--- src/rtl/keypad_scan_decoder_pkg.sv ---
// Shared types and constants for the 4x3 keypad scanner: FSM states, special key codes
// and the row/column to key-code map.
package keypad_pkg;

    localparam int ROWS = 4;
    localparam int COLS = 3;

    localparam logic [3:0] KEY_STAR = 4'd10;
    localparam logic [3:0] KEY_HASH = 4'd11;

    typedef enum logic [1:0] {
        SCAN,
        PRESS,
        HELD,
        RELEASE
    } kp_state_t;

    // Rows 0-2 are the digit rows 1..9; the bottom row carries STAR, 0 and HASH.
    function automatic logic [3:0] key_map(input logic [1:0] row, input logic [1:0] col);
        if (row == 2'd3) begin
            case (col)
                2'd0:    return KEY_STAR;
                2'd1:    return 4'd0;
                default: return KEY_HASH;
            endcase
        end
        return 4'(row * 3 + col + 1);
    endfunction

endpackage

--- src/rtl/keypad_scan_decoder_if.sv ---
// Keypad-side and key-report signals of the scan decoder, grouped for port connection.
interface keypad_scan_decoder_if;
    import keypad_pkg::*;

    logic [COLS-1:0] col_n;
    logic [ROWS-1:0] row_n;
    logic [3:0]      key_code;
    logic            key_valid;
    logic            key_held;

    modport master (
        input  col_n,
        output row_n,
        output key_code,
        output key_valid,
        output key_held
    );

    modport slave (
        output col_n,
        input  row_n,
        input  key_code,
        input  key_valid,
        input  key_held
    );

endinterface

--- src/rtl/keypad_scan_decoder_scan_tick_gen.sv ---
// Free-running prescaler: one-cycle tick every SCAN_DIV clocks, marking the end of a row dwell.
module scan_tick_gen #(
    parameter int SCAN_DIV = 165000
) (
    input  logic clk,
    input  logic rst,
    output logic tick
);

    localparam int CNT_W = (SCAN_DIV > 1) ? $clog2(SCAN_DIV) : 1;
    localparam logic [CNT_W-1:0] CNT_LAST = CNT_W'(SCAN_DIV - 1);

    logic [CNT_W-1:0] cnt;

    always_ff @(posedge clk) begin
        if (rst) begin
            cnt <= '0;
        end else if (tick) begin
            cnt <= '0;
        end else begin
            cnt <= cnt + 1'b1;
        end
    end

    assign tick = (cnt == CNT_LAST);

endmodule

--- src/rtl/keypad_scan_decoder.sv ---
// 4x3 keypad scanner: row strobing, debounced press/release tracking and key encoding.
// Optional auto-repeat while a key is held is enabled by defining KEY_REPEAT_EN.
module keypad_scan_decoder
    import keypad_pkg::*;
#(
    parameter int SCAN_DIV       = 165000,
    parameter int DEBOUNCE_SCANS = 4,
    parameter int REPEAT_TICKS   = 64
) (
    input  logic                  clk,
    input  logic                  rst,
    keypad_scan_decoder_if.master kp
);

    localparam int DEB_W = $clog2(DEBOUNCE_SCANS + 1);
    localparam logic [DEB_W-1:0] DEB_MAX = DEB_W'(DEBOUNCE_SCANS);

    if (DEBOUNCE_SCANS < 1 || REPEAT_TICKS < 1) begin : g_cfg_err
        $error("keypad_scan_decoder: DEBOUNCE_SCANS and REPEAT_TICKS must be >= 1");
    end

    function automatic logic [DEB_W-1:0] deb_sat_inc(input logic [DEB_W-1:0] v);
        return (v == DEB_MAX) ? v : v + 1'b1;
    endfunction

    logic            tick;
    logic [COLS-1:0] col_sync_p0, col_sync_p1;
    logic            colhit;
    logic [1:0]      col_sel;
    kp_state_t       state, state_nxt;
    logic [1:0]      row, row_nxt;
    logic [1:0]      col_lat, col_lat_nxt;
    logic [DEB_W-1:0] deb, deb_nxt, deb_inc;
    logic [3:0]      code, code_nxt;
    logic            valid, valid_nxt;
    logic            held, held_nxt;
    logic            take, done;

`ifdef KEY_REPEAT_EN
    localparam int REP_W = $clog2(REPEAT_TICKS + 1);
    localparam logic [REP_W-1:0] REP_LAST = REP_W'(REPEAT_TICKS - 1);
    logic [REP_W-1:0] rep, rep_nxt;
`endif

    scan_tick_gen #(
        .SCAN_DIV (SCAN_DIV)
    ) u_tick (
        .clk  (clk),
        .rst  (rst),
        .tick (tick)
    );

    // Stage p0/p1: two-flop synchroniser for the asynchronous column returns
    always_ff @(posedge clk) begin
        col_sync_p0 <= kp.col_n;
        col_sync_p1 <= col_sync_p0;
    end

    assign colhit = ~&col_sync_p1;

    always_comb begin
        col_sel = 2'd2;
        if (!col_sync_p1[0]) begin
            col_sel = 2'd0;
        end else if (!col_sync_p1[1]) begin
            col_sel = 2'd1;
        end
    end

    always_comb begin
        state_nxt   = state;
        row_nxt     = row;
        col_lat_nxt = col_lat;
        deb_nxt     = deb;
        code_nxt    = code;
        valid_nxt   = 1'b0;
        held_nxt    = held;
        take        = 1'b0;
        done        = 1'b0;
        deb_inc     = deb_sat_inc(deb);
`ifdef KEY_REPEAT_EN
        rep_nxt     = rep;
`endif
        if (tick) begin
            case (state)
                SCAN: begin
                    if (colhit) begin
                        col_lat_nxt = col_sel;
                        deb_nxt     = DEB_W'(1);
                        if (DEB_MAX == DEB_W'(1)) take = 1'b1;
                        else                      state_nxt = PRESS;
                    end else begin
                        row_nxt = row + 1'b1;
                    end
                end
                PRESS: begin
                    if (colhit && col_sel == col_lat) begin
                        deb_nxt = deb_inc;
                        take    = (deb_inc == DEB_MAX);
                    end else begin
                        deb_nxt   = '0;
                        state_nxt = SCAN;
                        row_nxt   = row + 1'b1;
                    end
                end
                HELD: begin
                    if (!colhit) begin
                        deb_nxt = DEB_W'(1);
                        if (DEB_MAX == DEB_W'(1)) done = 1'b1;
                        else                      state_nxt = RELEASE;
                    end
`ifdef KEY_REPEAT_EN
                    else if (rep == REP_LAST) begin
                        rep_nxt   = '0;
                        valid_nxt = 1'b1;
                    end else begin
                        rep_nxt = rep + 1'b1;
                    end
`endif
                end
                RELEASE: begin
                    if (!colhit) begin
                        deb_nxt = deb_inc;
                        done    = (deb_inc == DEB_MAX);
                    end else begin
                        deb_nxt   = '0;
                        state_nxt = HELD;
`ifdef KEY_REPEAT_EN
                        rep_nxt   = '0;
`endif
                    end
                end
                default: state_nxt = SCAN;
            endcase
        end
        // The row stays frozen from first hit until release completes
        if (take) begin
            code_nxt  = key_map(row, col_sel);
            valid_nxt = 1'b1;
            held_nxt  = 1'b1;
            state_nxt = HELD;
`ifdef KEY_REPEAT_EN
            rep_nxt   = '0;
`endif
        end
        if (done) begin
            held_nxt  = 1'b0;
            state_nxt = SCAN;
            row_nxt   = row + 1'b1;
        end
    end

    always_ff @(posedge clk) begin
        if (rst) begin
            state <= SCAN;
            row   <= 2'd0;
            deb   <= '0;
            code  <= 4'd0;
            valid <= 1'b0;
            held  <= 1'b0;
`ifdef KEY_REPEAT_EN
            rep   <= '0;
`endif
        end else begin
            state <= state_nxt;
            row   <= row_nxt;
            deb   <= deb_nxt;
            code  <= code_nxt;
            valid <= valid_nxt;
            held  <= held_nxt;
`ifdef KEY_REPEAT_EN
            rep   <= rep_nxt;
`endif
        end
    end

    always_ff @(posedge clk) begin
        col_lat <= col_lat_nxt;
    end

    assign kp.row_n     = ~(4'b0001 << row);
    assign kp.key_code  = code;
    assign kp.key_valid = valid;
    assign kp.key_held  = held;

endmodule

--- src/flat_wrapper.sv ---
// flat-port wrapper written by rule: the top's interface ports become plain ports
module keypad_scan_decoder_flat import keypad_pkg::*;
#(
    parameter int SCAN_DIV       = 165000,
    parameter int DEBOUNCE_SCANS = 4,
    parameter int REPEAT_TICKS   = 64
)
  (clk, rst, kp_col_n, kp_row_n, kp_key_code, kp_key_valid, kp_key_held);
  keypad_scan_decoder_if kp_i ();
  input  logic clk;
  input  logic rst;
  input wire logic [$bits(kp_i.col_n)-1:0] kp_col_n;
  output wire logic [$bits(kp_i.row_n)-1:0] kp_row_n;
  output wire logic [$bits(kp_i.key_code)-1:0] kp_key_code;
  output wire logic [$bits(kp_i.key_valid)-1:0] kp_key_valid;
  output wire logic [$bits(kp_i.key_held)-1:0] kp_key_held;
  assign kp_i.col_n = kp_col_n;
  assign kp_row_n = kp_i.row_n;
  assign kp_key_code = kp_i.key_code;
  assign kp_key_valid = kp_i.key_valid;
  assign kp_key_held = kp_i.key_held;
  keypad_scan_decoder #(.SCAN_DIV(SCAN_DIV), .DEBOUNCE_SCANS(DEBOUNCE_SCANS), .REPEAT_TICKS(REPEAT_TICKS)) u_core (.clk(clk), .rst(rst), .kp(kp_i));
endmodule
--- config.mk ---
export PLATFORM = sky130hd
export DESIGN_NAME = keypad_scan_decoder_flat
export DESIGN_NICKNAME = d
export VERILOG_FILES = /design/src/rtl/keypad_scan_decoder_pkg.sv /design/src/rtl/keypad_scan_decoder_if.sv /design/src/rtl/keypad_scan_decoder_scan_tick_gen.sv /design/src/rtl/keypad_scan_decoder.sv /design/src/flat_wrapper.sv
export SDC_FILE = /design/constraint.sdc
export NUM_CORES = 1
export LEC_CHECK = 0
export ABC_AREA = 1
export BUFFER_PORTS_ARGS = -buffer_cell sky130_fd_sc_hd__buf_2
export CORE_MARGIN = 2
export CORE_UTILIZATION = 50
export CTS_BUF_LIST = sky130_fd_sc_hd__clkbuf_16
export DETAILED_ROUTE_END_ITERATION = 8
export GPL_TIMING_DRIVEN = 0
export PLACE_DENSITY = 0.73
export SLEW_MARGIN = 20
export SYNTH_ARGS = -nofsm -noshare
export SYNTH_HDL_FRONTEND = slang
export SYNTH_HIERARCHICAL = 1
export SYNTH_SLANG_ARGS = --single-unit
--- constraint.sdc ---
create_clock -name clk -period 2.8 [get_ports clk]
set_clock_uncertainty 0.15 [all_clocks]
set_input_delay 0.28 -clock clk [delete_from_list [all_inputs] [get_ports clk]]
set_output_delay 0.28 -clock clk [all_outputs]
set_load 0.05 [all_outputs]
==> results of run 1 <==
worst paths after layout:
kind,start,slack (ps),to
hold reg to reg,u_core/col_sync_p0[2],180,u_core/col_sync_p1[2]
hold / removal,rst,150,u_core/deb[2]
setup reg to reg,u_core/u_tick/cnt[0],420,u_core/col_lat[1]
setup / recovery,u_core/u_tick/cnt[0],420,u_core/col_lat[1]
routing by layer:
| metal | part of all wire | wire length, µm |
|---|---|---|
| met1 | 0.48 | 1920 |
| met2 | 0.47 | 1900 |
| met3 | 0.031 | 123 |
| met4 | 0.019 | 75 |
| met5 | 0 | 0 |
worst max-delay path, cell delays in order, from the launching register on:
cell and delay, ps:
dfxtp_1 360, ha_1 230, nand3_1 150, nor4b_2 570, inv_1 130, nor4_1 440
logic make-up (layout without fill, tap and decap cells):
| family | after synthesis | after routing | synth area share |
|---|---|---|---|
| AND/OR/NAND/NOR | 159 | 159 | 0.361 |
| buffers and inverters | 44 | 69 | 0.0819 |
| flip-flops | 39 | 39 | 0.380 |
| AO/OA/AOI/OAI | 25 | 25 | 0.0659 |
| adder cells (fa/ha/maj) | 12 | 12 | 0.0783 |
| XOR/XNOR | 8 | 8 | 0.0332 |
area by class of cell:
class,instances,share of cell area
timing repair buffer,17,0.0413
tap,50,0.0258
clock inverter,3,0.00980
sequential,39,0.330
buffer,1,0.00464
multi-input combinational,204,0.470
clock buffer,5,0.0516
inverter,43,0.0665
registers in the layout, indices dropped and copies added (netlist names):
name / flops
u_core/kp.key_held: 1
u_core/col_sync_p1: 3
u_core/kp.key_code: 4
u_core/u_tick/cnt: 18
u_core/deb: 3
u_core/kp.key_valid: 1
u_core/row: 2
u_core/col_lat: 2
u_core/state: 2
u_core/col_sync_p0: 3
synth_stat cells:
cell      instances  area, µm²
nor4_1            1       6.26
a21oi_2           1       8.76
or2_2             1       6.26
dfxtp_1          37        741
inv_1            41        154
o21bai_1          1       7.51
nor2_8            1       20.0
nand2_1          64        240
nor2_2            3       18.8
nor2_4            1       11.3
xnor2_1           1       8.76
o21ai_0           4       20.0
nor3_2            1       10.0
edfxtp_1          2       60.1
nand4_1           6       37.5
buf_6             1       11.3
nand3b_1          1       7.51
nand2_2           5       31.3
nor2_1           40        150
nand3_2           3       30.0
fa_1              2       40.0
or2_0             2       12.5
a21oi_1          17       85.1
inv_2             2       7.51
nand3_4           1       17.5
nor4b_1           1       8.76
xor2_1            7       61.3
nand2_4           2       22.5
nand3_1          26        130
o21ai_2           2       17.5
ha_1             10        125
power by group:
group / internal (mW) / switching (mW) / total [mW]
combinational: 0.0171 / 0.0275 / 0.0445
clock: 0.333 / 0.229 / 0.562
sequential: 0.568 / 0.00701 / 0.575
cell usage in the layout, fill, tap and decap left out, types with 4 or more instances in the layout:
| cell type | count |
|---|---|
| nand2_1 | 64 |
| nand2_2 | 5 |
| buf_2 | 14 |
| ha_1 | 10 |
| a21oi_1 | 17 |
| nor2_1 | 40 |
| nand3_1 | 26 |
| nand4_1 | 6 |
| dfxtp_1 | 37 |
| clkbuf_16 | 5 |
| o21ai_0 | 4 |
| xor2_1 | 7 |
| inv_1 | 41 |
metrics by stage:
step	utilization	cells
floorplan	-	287
global placement	0.556	351
detailed placement	0.556	351
CTS	0.601	362
global route	0.602	362
finish	0.602	362
timing repair:
| item | 4_1_cts | 5_1_grt |
|---|---|---|
| hold endpoints to repair | 3 | 0 |
| setup endpoints to repair | 0 | 12 |
| hold buffers | 3 | 0 |
| gates resized for setup | 0 | 1 |
==> out/metrics.cfg, run 1 <==
[status]
status=complete, no violations

[setup_path]
end_kind=flop
arrival_ps=2160
critical_path_class=reg2reg
critPathRequiredTime_ps=2580
start_kind=flop
ff2ff_path_depth=5
crit_path_max_fanout=5

[synthesis]
seq_area_frac_synth=0.380
yosysUniqueCellTypes=31
synthesis.nets=304
syn-cell-area_mm2=0.00211
ys_ff_latch=39
synthCells=287
synth.avg_cell_area_um2=7.35
yosys_warnings=6

[route]
drt-pass1-iter-count=4
drc_errors=0
drt_iter0_markers=104
routed_via_density=4.99
wl_mm=4.02
wl_per_cell_um=11.1
vias=1805
antenna_left=0

[clocking]
cts_buffers=5
clock-sinks=39
root_buffer=clkbuf_16
path_clk_slew_ps=60
postCtsSetupBuffers=0
cts_buffer_depth=2
tritoncts=built
cts.htree.levels=2
clk_latency_ps=280

[timing]
fin_ws_ps=423
hold_viol_final=0
rsz0062_at_grt=false
period_share=0.849
period_needed_ps=2380
whs_ps=149
slew_violations=0
fmax_ghz=0.421
worst_pin_slew_ps=544
tns_ps=0
max_slew_margin=0.636
setup_viol=0

[die]
initial_core_util=0.523
die_w_um=68.9
coreArea_mm2=0.00403
dieHeight_um=68.9
placementRows=23
io-pin-count=15
dieArea_mm2=0.00475

[global_routing]
grt_pass1_vias=1642
grt.met3_usage=0.0536
grtUsageMet2=0.319
grt_busiest_layer=met2
antenna_found_initial=0
grt_max_degree=15
grt.overflow.total=0
grt_pass1_wl_mm=6.91
grt_usage=0.198
met1_usage=0.247

[final_layout]
drive_gt1_frac=0.151
area_growth_pct=15.1
fin_nets=328
antenna_cells=0
multi_input_comb_area_mm2=0.00114
fillCellCount=392
final-seq-area_um2=801
fin_area_mm2=0.00243

[power_and_ir_drop]
irDropWorstVdd_uv=409
power_density_mw_per_mm2=487
power.leakage_nw=1.02
total_power_mw=1.18

[worst_hold_path]
whs_path_depth=2
holdCritPathClass=in2reg

[placement]
dp_hpwl_mm=3.00
port-buffer-count=14
dpl_worst_slack_ps=97.5
placed_area_mm2=0.00224
place_congestion=0.838

[flow_run]
cap_violations=0

No activity file was read; power rests on OpenSTA's default activity.
==> inputs of run 2 (changes only) <==
- PLACE_DENSITY: 0.73 -> 0.76
- clock period: 2.8 -> 2 ns (I/O delays scaled with it)
==> run 2 against run 1 <==
Effect of this change:
- register-to-register slack worse by 420 ps
- global-route usage is 0.53 points higher
- hold slack worse by 65 ps
- first-iteration DRC count is 21% higher
- power is 41% higher
- clock power is 41% higher
- cell area is 6.9% higher
- die area stayed put
- critical path depth is 4 higher
- cell count is 2.8% higher
- critical path type unchanged
- largest power group unchanged
- highest routed layer unchanged
==> out/metrics.cfg, run 2 (synthesized netlist as in run 1, its figures left out) <==
[status]
status=complete, no violations

[global_routing]
grt_pass1_vias=1643
grt_pass1_wl_mm=7.17
grt.overflow.total=0
grt_usage=0.204
antenna_found_initial=0
grt_max_degree=15

[power_and_ir_drop]
power_density_mw_per_mm2=642
total_power_mw=1.67
power.leakage_nw=1.10
irDropWorstVdd_uv=548

[route]
drc_errors=0
drt_iter0_markers=126
drt-pass1-iter-count=4
vias=1873
wl_per_cell_um=12.1
routed_via_density=5.03
wl_mm=4.50
antenna_left=0

[clocking]
cts_buffers=5
clk_latency_ps=280
path_clk_slew_ps=60
cts.htree.levels=2
cts_buffer_depth=2
root_buffer=clkbuf_16
clock-sinks=39
tritoncts=built

[setup_path]
max_stage_delay_ps=340
start_kind=flop
cp_slowest_cell=dfxtp_4
crit_chain=or2_0, nor2_2, nor4b_4, nand3_2, nor2_4, nand3_4, nor2_8, nand3_2, nand2_1
critPathMostFrequentCell=nand3_2
end_kind=flop
crit_buf_inv=0
arrival_ps=2070
crit_path_max_fanout=8
critical_path_class=reg2reg
critPathRequiredTime_ps=2070
crit_family=simple AND/OR/NAND/NOR gates

[die]
dieHeight_um=68.9
dieArea_mm2=0.00475
placementRows=23
coreArea_mm2=0.00403
die_w_um=68.9
initial_core_util=0.523
io-pin-count=15

[placement]
place_congestion=0.837
place_inst=351
port-buffer-count=14
dp_hpwl_mm=3.04

[final_layout]
fin_cells=372
antenna_cells=0
most-common-layout-cells=nand2_1 (64), inv_1 (40), nor2_1 (39), dfxtp_1 (27), nand3_1 (24)
fin_nets=338
regMostFlops=u_core/u_tick/cnt
area_growth_pct=23.0
largest_register_ffs=18
layout_commonest_cell=nand2_1
drive_gt1_frac=0.230

[timing]
slew_violations=0
period_needed_ps=2000
fmax_ghz=0.500
max_slew_margin=0.741
setup_viol=0
rsz0062_at_grt=true
hold_viol_final=0
worst_pin_slew_ps=388
period_share=1.00

[worst_hold_path]
holdCritPathClass=in2reg

[flow_run]
cap_violations=0

run 2: changes by cell type in the layout (fill, tap and decap cells not counted), moves of 2 or more:
cell / change
dfxtp_1: -10
buf_4: +9
dfxtp_2: +6
dfxtp_4: +4
clkinv_4: -2
inv_4: +2
nand3_1: -2
nand3_2: +2
run 2: per-layer routing:
metal | vias up | GRT usage | wire, µm
met5 | - | 0 | 0
met4 | 0 | 0.0809 | 44
met3 | 4 | 0.0373 | 149
met2 | 43 | 0.323 | 2190
met1 | 849 | 0.273 | 2110
li1 | 977 | - | -
run 2: power by group:
part | internal [mW] | switching [mW]
clock | 0.467 | 0.325
combinational | 0.0290 | 0.0404
sequential | 0.793 | 0.0123
run 2: what timing repair did:
| action | 4_1_cts | 5_1_grt |
|---|---|---|
| pin swaps | 10 | 10 |
| endpoints found under the hold margin | 3 | 0 |
| setup endpoints to repair | 12 | 12 |
| buffers inserted | 6 | 4 |
| hold buffers | 3 | 0 |
| gates resized for setup | 17 | 12 |
run 2: stage by stage:
step                utilization  hold WS [ps]  setup slack [ps]  TNS (ps)  area, µm²
floorplan                     -          77.7              2.66         0       2120
global placement          0.560           153              -240     -2080       2260
detailed placement        0.560           156              -279     -2710       2260
CTS                       0.628          82.6              4.36         0       2530
global route              0.644          91.2              -118      -654       2590
finish                    0.644          83.8             0.689         0       2590
run 2: worst paths after layout:
check	to	cells past startpoint	slack (ps)	from
hold reg to reg	u_core/col_sync_p1[0]	0	170	u_core/col_sync_p0[0]
setup / recovery	u_core/kp.key_code[2]	9	0.7	u_core/u_tick/cnt[12]
hold / removal	u_core/deb[2]	2	80	rst
setup reg to reg	u_core/kp.key_code[2]	9	0.7	u_core/u_tick/cnt[12]
run 2: area by class of cell:
cell class / instances / area, µm²
clock inverter: 3 / 22.5
sequential: 39 / 823
inverter: 43 / 166
clock buffer: 5 / 125
buffer: 1 / 11.3
fill: 354 / 1440
multi-input combinational: 204 / 1200
timing repair buffer: 27 / 179
tap: 50 / 62.6
